===== src/rtl/hsem_task_dispatch.sv =====
// Task dispatcher fed by the semaphore task-status vector: rising bits become
// pending tasks, which are offered round-robin to the core and tracked until done or timeout.
module hsem_task_dispatch #(
    parameter int unsigned TASK_W    = 32,
    parameter int unsigned ID_W      = 5,
    parameter int unsigned TO_CYCLES = 1024
) (
    input  logic              hclk,
    input  logic              hresetn,
    input  logic [TASK_W-1:0] tsk_stat,
    input  logic              disp_en,
    output logic              task_valid,
    output logic [ID_W-1:0]   task_id,
    input  logic              task_ack,
    input  logic              task_done,
    output logic              busy,
    output logic [TASK_W-1:0] pend,
    output logic              timeout_irq
);

    localparam int unsigned CNT_W = (TO_CYCLES == 0) ? 1 : $clog2(TO_CYCLES + 1);
    localparam logic [CNT_W-1:0] CNT_TERM = (TO_CYCLES == 0) ? '0 : CNT_W'(TO_CYCLES - 1);

    typedef enum logic [1:0] {
        ST_IDLE,
        ST_OFFER,
        ST_RUN
    } state_t;

    state_t            state;
    state_t            state_nxt;
    logic [TASK_W-1:0] tsk_q;
    logic [TASK_W-1:0] pending;
    logic [TASK_W-1:0] rise;
    logic [TASK_W-1:0] clr;
    logic [ID_W-1:0]   last_ptr;
    logic [ID_W-1:0]   pick;
    logic [ID_W-1:0]   scan_idx;
    logic              found;
    logic [CNT_W-1:0]  cnt;
    logic              offer_take;
    logic              run_timeout;

    assign rise        = tsk_stat & ~tsk_q;
    assign offer_take  = (state == ST_OFFER) && task_ack;
    assign clr         = offer_take ? (TASK_W'(1) << task_id) : '0;
    assign run_timeout = (TO_CYCLES != 0) && (cnt == CNT_TERM);
    assign pend        = pending;

    // Round-robin: first pending slot after last_ptr, wrapping past the top.
    always_comb begin
        pick     = last_ptr;
        found    = 1'b0;
        scan_idx = '0;
        for (int unsigned i = 1; i <= TASK_W; i++) begin
            scan_idx = ID_W'((32'(last_ptr) + i) % TASK_W);
            if (!found && pending[scan_idx]) begin
                pick  = scan_idx;
                found = 1'b1;
            end
        end
    end

    always_ff @(posedge hclk or negedge hresetn) begin
        if (!hresetn) begin
            state <= ST_IDLE;
        end else begin
            state <= state_nxt;
        end
    end

    always_comb begin
        state_nxt = state;
        case (state)
            ST_IDLE: begin
                if (disp_en && (|pending)) state_nxt = ST_OFFER;
            end
            ST_OFFER: begin
                if (task_ack)      state_nxt = ST_RUN;
                else if (!disp_en) state_nxt = ST_IDLE;
            end
            ST_RUN: begin
                if (task_done)        state_nxt = ST_IDLE;
                else if (run_timeout) state_nxt = ST_IDLE;
            end
            default: state_nxt = ST_IDLE;
        endcase
    end

    always_comb begin
        task_valid = (state == ST_OFFER);
        busy       = (state == ST_RUN);
    end

    // Set wins over clear, so a bit re-rising on its ack cycle stays pending.
    always_ff @(posedge hclk or negedge hresetn) begin
        if (!hresetn) begin
            tsk_q       <= '0;
            pending     <= '0;
            task_id     <= '0;
            last_ptr    <= ID_W'(TASK_W - 1);
            cnt         <= '0;
            timeout_irq <= 1'b0;
        end else begin
            tsk_q   <= tsk_stat;
            pending <= (pending & ~clr) | rise;
            if ((state == ST_IDLE) && (state_nxt == ST_OFFER)) task_id <= pick;
            if (offer_take) begin
                last_ptr <= task_id;
                cnt      <= '0;
            end else if (state == ST_RUN) begin
                cnt <= cnt + CNT_W'(1);
            end
            timeout_irq <= (state == ST_RUN) && !task_done && run_timeout;
        end
    end

endmodule

===== config.mk =====
export PLATFORM = sky130hd
export DESIGN_NAME = hsem_task_dispatch
export DESIGN_NICKNAME = d
export VERILOG_FILES = /design/src/rtl/hsem_task_dispatch.sv
export SDC_FILE = /design/constraint.sdc
export NUM_CORES = 1
export LEC_CHECK = 0
export BUFFER_PORTS_ARGS = -buffer_cell sky130_fd_sc_hd__buf_2
export CORE_ASPECT_RATIO = 1.1
export CORE_MARGIN = 2
export CORE_UTILIZATION = 55
export DETAILED_ROUTE_END_ITERATION = 8
export PLACE_DENSITY_LB_ADDON = 0.1
export SETUP_SLACK_MARGIN = 0.4
export SYNTH_ARGS = -nofsm -noshare
export SYNTH_HDL_FRONTEND = slang
export SYNTH_SLANG_ARGS = --single-unit

===== constraint.sdc =====
create_clock -name hclk -period 8.92 [get_ports hclk]
set_input_delay 1.338 -clock hclk [delete_from_list [all_inputs] [get_ports hclk]]
set_output_delay 1.338 -clock hclk [all_outputs]
set_load 0.1 [all_outputs]

=== Word level (Yosys, flattened, before mapping) ===
Cells that the tools add are included.
W data, S select, Z words.

* Mux-type cells: 136
* Bitwise logic cells: 5
* Eq/ne operators: 4
* Shifts and indexed selects: 1
* Add/sub/neg operators: 33
* Magnitude comparators: 32
* Reductions and logical operators: 71

{| class="wikitable"
|+ Operator list
! cell !! number
|-
| $lt A5 B6 Y1 const B || 32
|-
| $bmux W1 S5 || 32
|-
| $mux W5 || 32
|-
| $add A5 B5 Y5 const B || 16
|-
| $and A32 B32 Y32 || 2
|-
| $not A32 Y32 || 2
|-
| $mux W1 || 63
|-
| $add A5 B4 Y5 const B || 8
|-
| $logic_and A1 B1 Y1 || 36
|-
| $logic_not A1 Y1 || 32
|-
| $mux W32 || 1
|-
| $or A32 B32 Y32 || 1
|-
| $reduce_or A32 Y1 || 1
|-
| $shl A1 B5 Y32 const A || 1
|-
| $mux W11 || 2
|-
| $add A5 B3 Y5 const B || 4
|-
| $add A11 B1 Y11 const B || 1
|-
| $eq A11 B10 Y1 const B || 1
|-
| $add A5 B1 Y5 const B || 2
|-
| $add A5 B2 Y5 const B || 2
|-
| $mux W2 || 5
|-
| $pmux W2 S3 || 1
|-
| $eq A2 B1 Y1 const B || 2
|-
| $eq A2 B2 Y1 const B || 1
|-
| other kinds (2) || 2
|}

* Logic and storage cells: 289
* Register bits after elaboration: 88
* Input port bits: 37

=== Depth between registers and ports, before layout ===
* Depth after elaboration: 97
* Mapped depth: 25

=== Worst setup path before layout ===
Ideal clock, no wire load.

* Path kind: reg2reg
* Start: register last_ptr[1]
* End: register task_id[3]
* Data required time: 8.778 ns
* Arrival: 6.300 ns
* Setup slack: 2.478 ns
* Path buffers: 11
* Setup time: 0.142 ns
* Stages on the path, launching flop included: 26
* Period minus slack after synthesis: 6.442 ns
* Cell sequence: dfstp_2 -> buf_2 -> buf_6 -> buf_2 -> buf_2 -> clkbuf_1 -> inv_1 -> clkbuf_1 -> ha_1 -> clkbuf_1 -> clkbuf_1 -> mux4_2 -> mux4_2 -> mux2i_4 -> and4_1 -> buf_4 -> nand4_2 -> or4_1 -> buf_4 -> or3_1 -> buf_4 -> nor2_2 -> a2111oi_0 -> o221a_2 -> a22oi_2 -> o221ai_1

* Word-level cells in the longest chain between the ends: 97
* Elaborated cells on any way between the ends: 221

{| class="wikitable"
|+ RTL lines
! element !! RTL line !! text
|-
| start, declared || 36 || <nowiki>logic [ID_W-1:0] last_ptr;</nowiki>
|-
| start signal, assigned || 101 || <nowiki>last_ptr <= ID_W'(TASK_W - 1);</nowiki>
|-
| start signal, assigned || 109 || <nowiki>last_ptr <= task_id;</nowiki>
|-
| $add A5 B1 Y5 || 56 || <nowiki>scan_idx = ID_W'((32'(last_ptr) + i) % TASK_W);</nowiki>
|-
| $bmux W1 S5 || 57 || <nowiki>if (!found && pending[scan_idx]) begin</nowiki>
|-
| $mux W1 (implied by the code) || 57 ||
|-
| $mux W1 || 57 ||
|-
| $logic_not A1 Y1 || 57 ||
|-
| $logic_and A1 B1 Y1 || 57 ||
|-
| $mux W1 || 57 ||
|-
| $logic_not A1 Y1 || 57 ||
|-
| [... 81 more ...] || -- ||
|-
| $logic_and A1 B1 Y1 || 57 ||
|-
| $mux W1 || 57 ||
|-
| $logic_not A1 Y1 || 57 ||
|-
| $logic_and A1 B1 Y1 || 57 ||
|-
| $mux W1 || 57 ||
|-
| $logic_not A1 Y1 || 57 ||
|-
| $logic_and A1 B1 Y1 || 57 ||
|-
| $mux W5 * || 57 ||
|-
| end signal, assigned || 107 || <nowiki>if ((state == ST_IDLE) && (state_nxt == ST_OFFER)) task_id <= pick;</nowiki>
|-
| end, declared || 13 || <nowiki>output logic [ID_W-1:0] task_id,</nowiki>
|}

Every way passes the cells marked *; elsewhere a longest branch is shown, timed or not. The select of a mux whose other input is x is not followed.
A chain may end at the register's enable or synchronous reset.

=== Final worst setup path ===
* Start: register last_ptr[1]
* End: register task_id[2]

Same word-level chain as after synthesis.

==> flow_summary.yaml <==
routing:
  first_pass_iters: 8
  via_per_inst: 7.25
  detail-route-antenna-nets: 0
  drc: 0
  routed_wl_mm: 37.1
  via_count: 9660
  wire_per_inst_um: 27.8
  first_iter_violations: 1334
yosys:
  synth_ff_type: "dfrtp_1"
  yosysSeqAreaShare: 0.229
  synthTopCellsByArea: "dfrtp_1 22%, mux4_2 19%, mux2i_1 6.8%"
  synth-async-reset-ratio: 1.00
  yosysWarnings: 0
  syn_inst: 1047
  synth_nets: 1098
  yosysTopAreaCellShare: 0.215
  synth_edf_count: 0
  synth_area_leader_cell: "dfrtp_1"
  synthesis.area_um2: 9660
  syn_area_per_cell_um2: 9.22
  ys_types: 87
  ys_seq_elements: 88
global_route:
  grt_pass1_wl_mm: 57.0
  gr-usage-met2: 0.624
  use_met3: 0.0888
  grt_pass1_vias: 9121
  use_met1: 0.542
  grt_max_degree: 80
  top_usage_layer: "met2"
  grtUsageTotal: 0.415
  grt-ovfl-total: 0
  grt_antenna_before_repair: 1
timing:
  tightest_slew_ns: 1.07
  fin_crit_sh: 0.731
  grt_setup_unrepaired: "no"
  hold_slack_ns: 0.416
  slew_violations: 0
  setup_tns_ns: 0
  hold_violations: 0
  final.min_clock_period_ns: 6.52
  setup_viol: 0
  max_slew_margin: 0.284
  skew_ns: 0.0174
  fmax_ghz: 0.153
floorplanning:
  dieArea_um2: 18600
  std_cell_rows: 50
  initial_utilization: 0.563
  dieWidth_um: 130
  io-pin-count: 77
  die_y_um: 143
  fp.coreArea_um2: 17100
critical_path:
  critPathArrivalTime_ns: 6.77
  worst-path-max-fanout: 17
  r2r-start: "last_ptr[1]"
  critPathTopFamily: "simple AND/OR/NAND/NOR gates"
  crit_path_start_kind: "flop"
  path_cells: "inv_1, ha_1, mux4_2, mux2i_1, mux4_2, nand2_2, nor2_1, nand4_1, nor2_1, or4b_1, nor2_1, a311oi_1, nor3_1, o21ai_1, a32o_1"
  crit_path_top_delay_cell: "ha_1"
  worst_setup_path_end_kind: "flop"
  cpPeakStageDelay_ns: 0.93
  cpMostUsedCell: "nor2_1"
  crit_path_start: "last_ptr[1]"
  crit_buf_inv: 1
  required_ns: 9.18
  critPathKind: "flop to flop"
layout:
  final_common_cell: "o21ai_0"
  layout-drive-gt1-share: 0.241
  fill_cells: 1532
  layout_common_cells: "118 x o21ai_0, 83 x mux4_2, 83 x dfrtp_1, 82 x nand2_1, 75 x buf_2"
  diodes: 0
  nNetsFinal: 1144
  final_core_util: 0.613
  synthToLayoutAreaGrowth_pct: 8.84
power_and_ir_drop:
  p_clk_frac: 0.100
  p_int_mw: 1.60
  powerDensity_nw_per_um2: 351
  p_sw_frac: 0.566
  switchingPower_mw: 2.09
  ir_drop_mv: 0.177
  pwr-share-seq: 0.163
  leakage_nw: 3.76
  total_power_mw: 3.69
  comb_power_share: 0.737
placed_design:
  hpwl_mm: 27.3
  gp_congestion: 1.07
  port_buffers: 76
clock_tree:
  cts_setup_buffers: 0
  cts.path.max_buffers: 2
  cts_tree: "done"
  cts-resized-gates: 0
  cts-root-buf: "clkbuf_16"
  path_clk_slew_ns: 0.08
  cts_num_sinks: 88
  clock_latency_ns: 0.36
  holdBufCountCts: 0
  cts-htree-levels: 3
  cts_buffers: 9
hold_path:
  worstHoldPathType: "flop to flop"
  hp-start: "tsk_q[28]"
run:
  maxCapViolations: 0
status:
  outcome: "finished, final reports clean"
-- synthesized netlist by cell type, drive strengths merged (6+ instances only) --
cell type	n
o21a	9
nor3b	6
nand4	13
and3	6
mux2i	67
xnor2	25
nor4	12
o221ai	8
nand2	83
a21oi	40
o31ai	8
a21boi	7
o211ai	12
ha	14
nor3	22
nor2b	12
nand3	42
inv	56
mux2	44
a31oi	7
dfrtp	83
nor2	56
buf	24
a211oi	7
nand3b	7
clkbuf	42
a22oi	9
or3	7
mux4	83
o21ai	120
o22ai	7
nand2b	15
-- power groups by stage --
| stage | Clock (mW) | Sequential [mW] | Combinational (mW) |
|---|---|---|---|
| floorplan | 0 | 0.653 | 1.76 |
| global placement | 0 | 0.596 | 2.61 |
| detailed placement | 0 | 0.601 | 2.61 |
| CTS | 0.376 | 0.594 | 2.62 |
| global route | 0.387 | 0.606 | 2.83 |
| finish | 0.370 | 0.601 | 2.72 |
-- metrics by stage --
step / cells / instance area (um2) / worst slack [ns]
after floorplan: 1047 / 9660 / 2.48
after global placement: 1316 / 10200 / 2.72
after detailed placement: 1316 / 10200 / 2.62
after CTS: 1332 / 10500 / 2.61
after global routing: 1332 / 10500 / 2.07
final: 1332 / 10500 / 2.40
-- layer usage --
layer / wire length (um) / vias to the layer above
li1: - / 4136
met1: 13900 / 4641
met2: 16500 / 717
met3: 3770 / 164
met4: 2900 / 2
met5: 16 / -
-- registers in the layout (all words and copies together) (netlist names) --
signal,flops
pend,32
cnt,11
task_id,5
tsk_q,32
state,2
last_ptr,5
timeout_irq,1
-- layout make-up --
| class | count | area, um2 | share of cell area |
|---|---|---|---|
| multi-input cells | 835 | 6940 | 0.660 |
| flip-flops and latches | 88 | 2210 | 0.210 |
| repair buffers | 101 | 571 | 0.0543 |
| well taps | 234 | 293 | 0.0279 |
| clock buffers | 10 | 229 | 0.0218 |
| inverters | 58 | 218 | 0.0207 |
| clock inverters | 6 | 53.8 | 0.00512 |
-- worst reg2reg max path, stage by stage, from the launching register on --
cell and delay (ns):
dfstp_4 0.75, inv_1 0.36, ha_1 0.94, mux4_2 0.71
mux2i_1 0.42, mux4_2 0.52, nand2_2 0.19, nor2_1 0.28
nand4_1 0.33, nor2_1 0.26, or4b_1 0.77, nor2_1 0.28
a311oi_1 0.09, nor3_1 0.17, o21ai_1 0.09, a32o_1 0.24
-- cell families after synthesis --
group | count (synthesis) | synth area share
adders and majority gates | 14 | 0.0181
DFF | 88 | 0.229
xor gates and xnor gates | 29 | 0.0271
AOI/OAI and AO/OA | 296 | 0.198
and+or+nand+nor | 302 | 0.159
buffers and inverters | 124 | 0.0540
muxes | 194 | 0.316
-- worst paths after layout --
| check | cells past startpoint | slack [ns] | to |
|---|---|---|---|
| worst max-delay path | 15 | 2.40 | task_id[2] |
| worst min-delay path | 1 | 0.42 | pend[28] |
| worst max register to register | 15 | 2.40 | task_id[2] |
| worst min register to register | 1 | 0.42 | pend[28] |
| min in group asynchronous | 1 | 0.80 | pend[19] |
| max in group asynchronous | 2 | 6.91 | cnt[1] |
No activity file was read; power rests on OpenSTA's default activity.
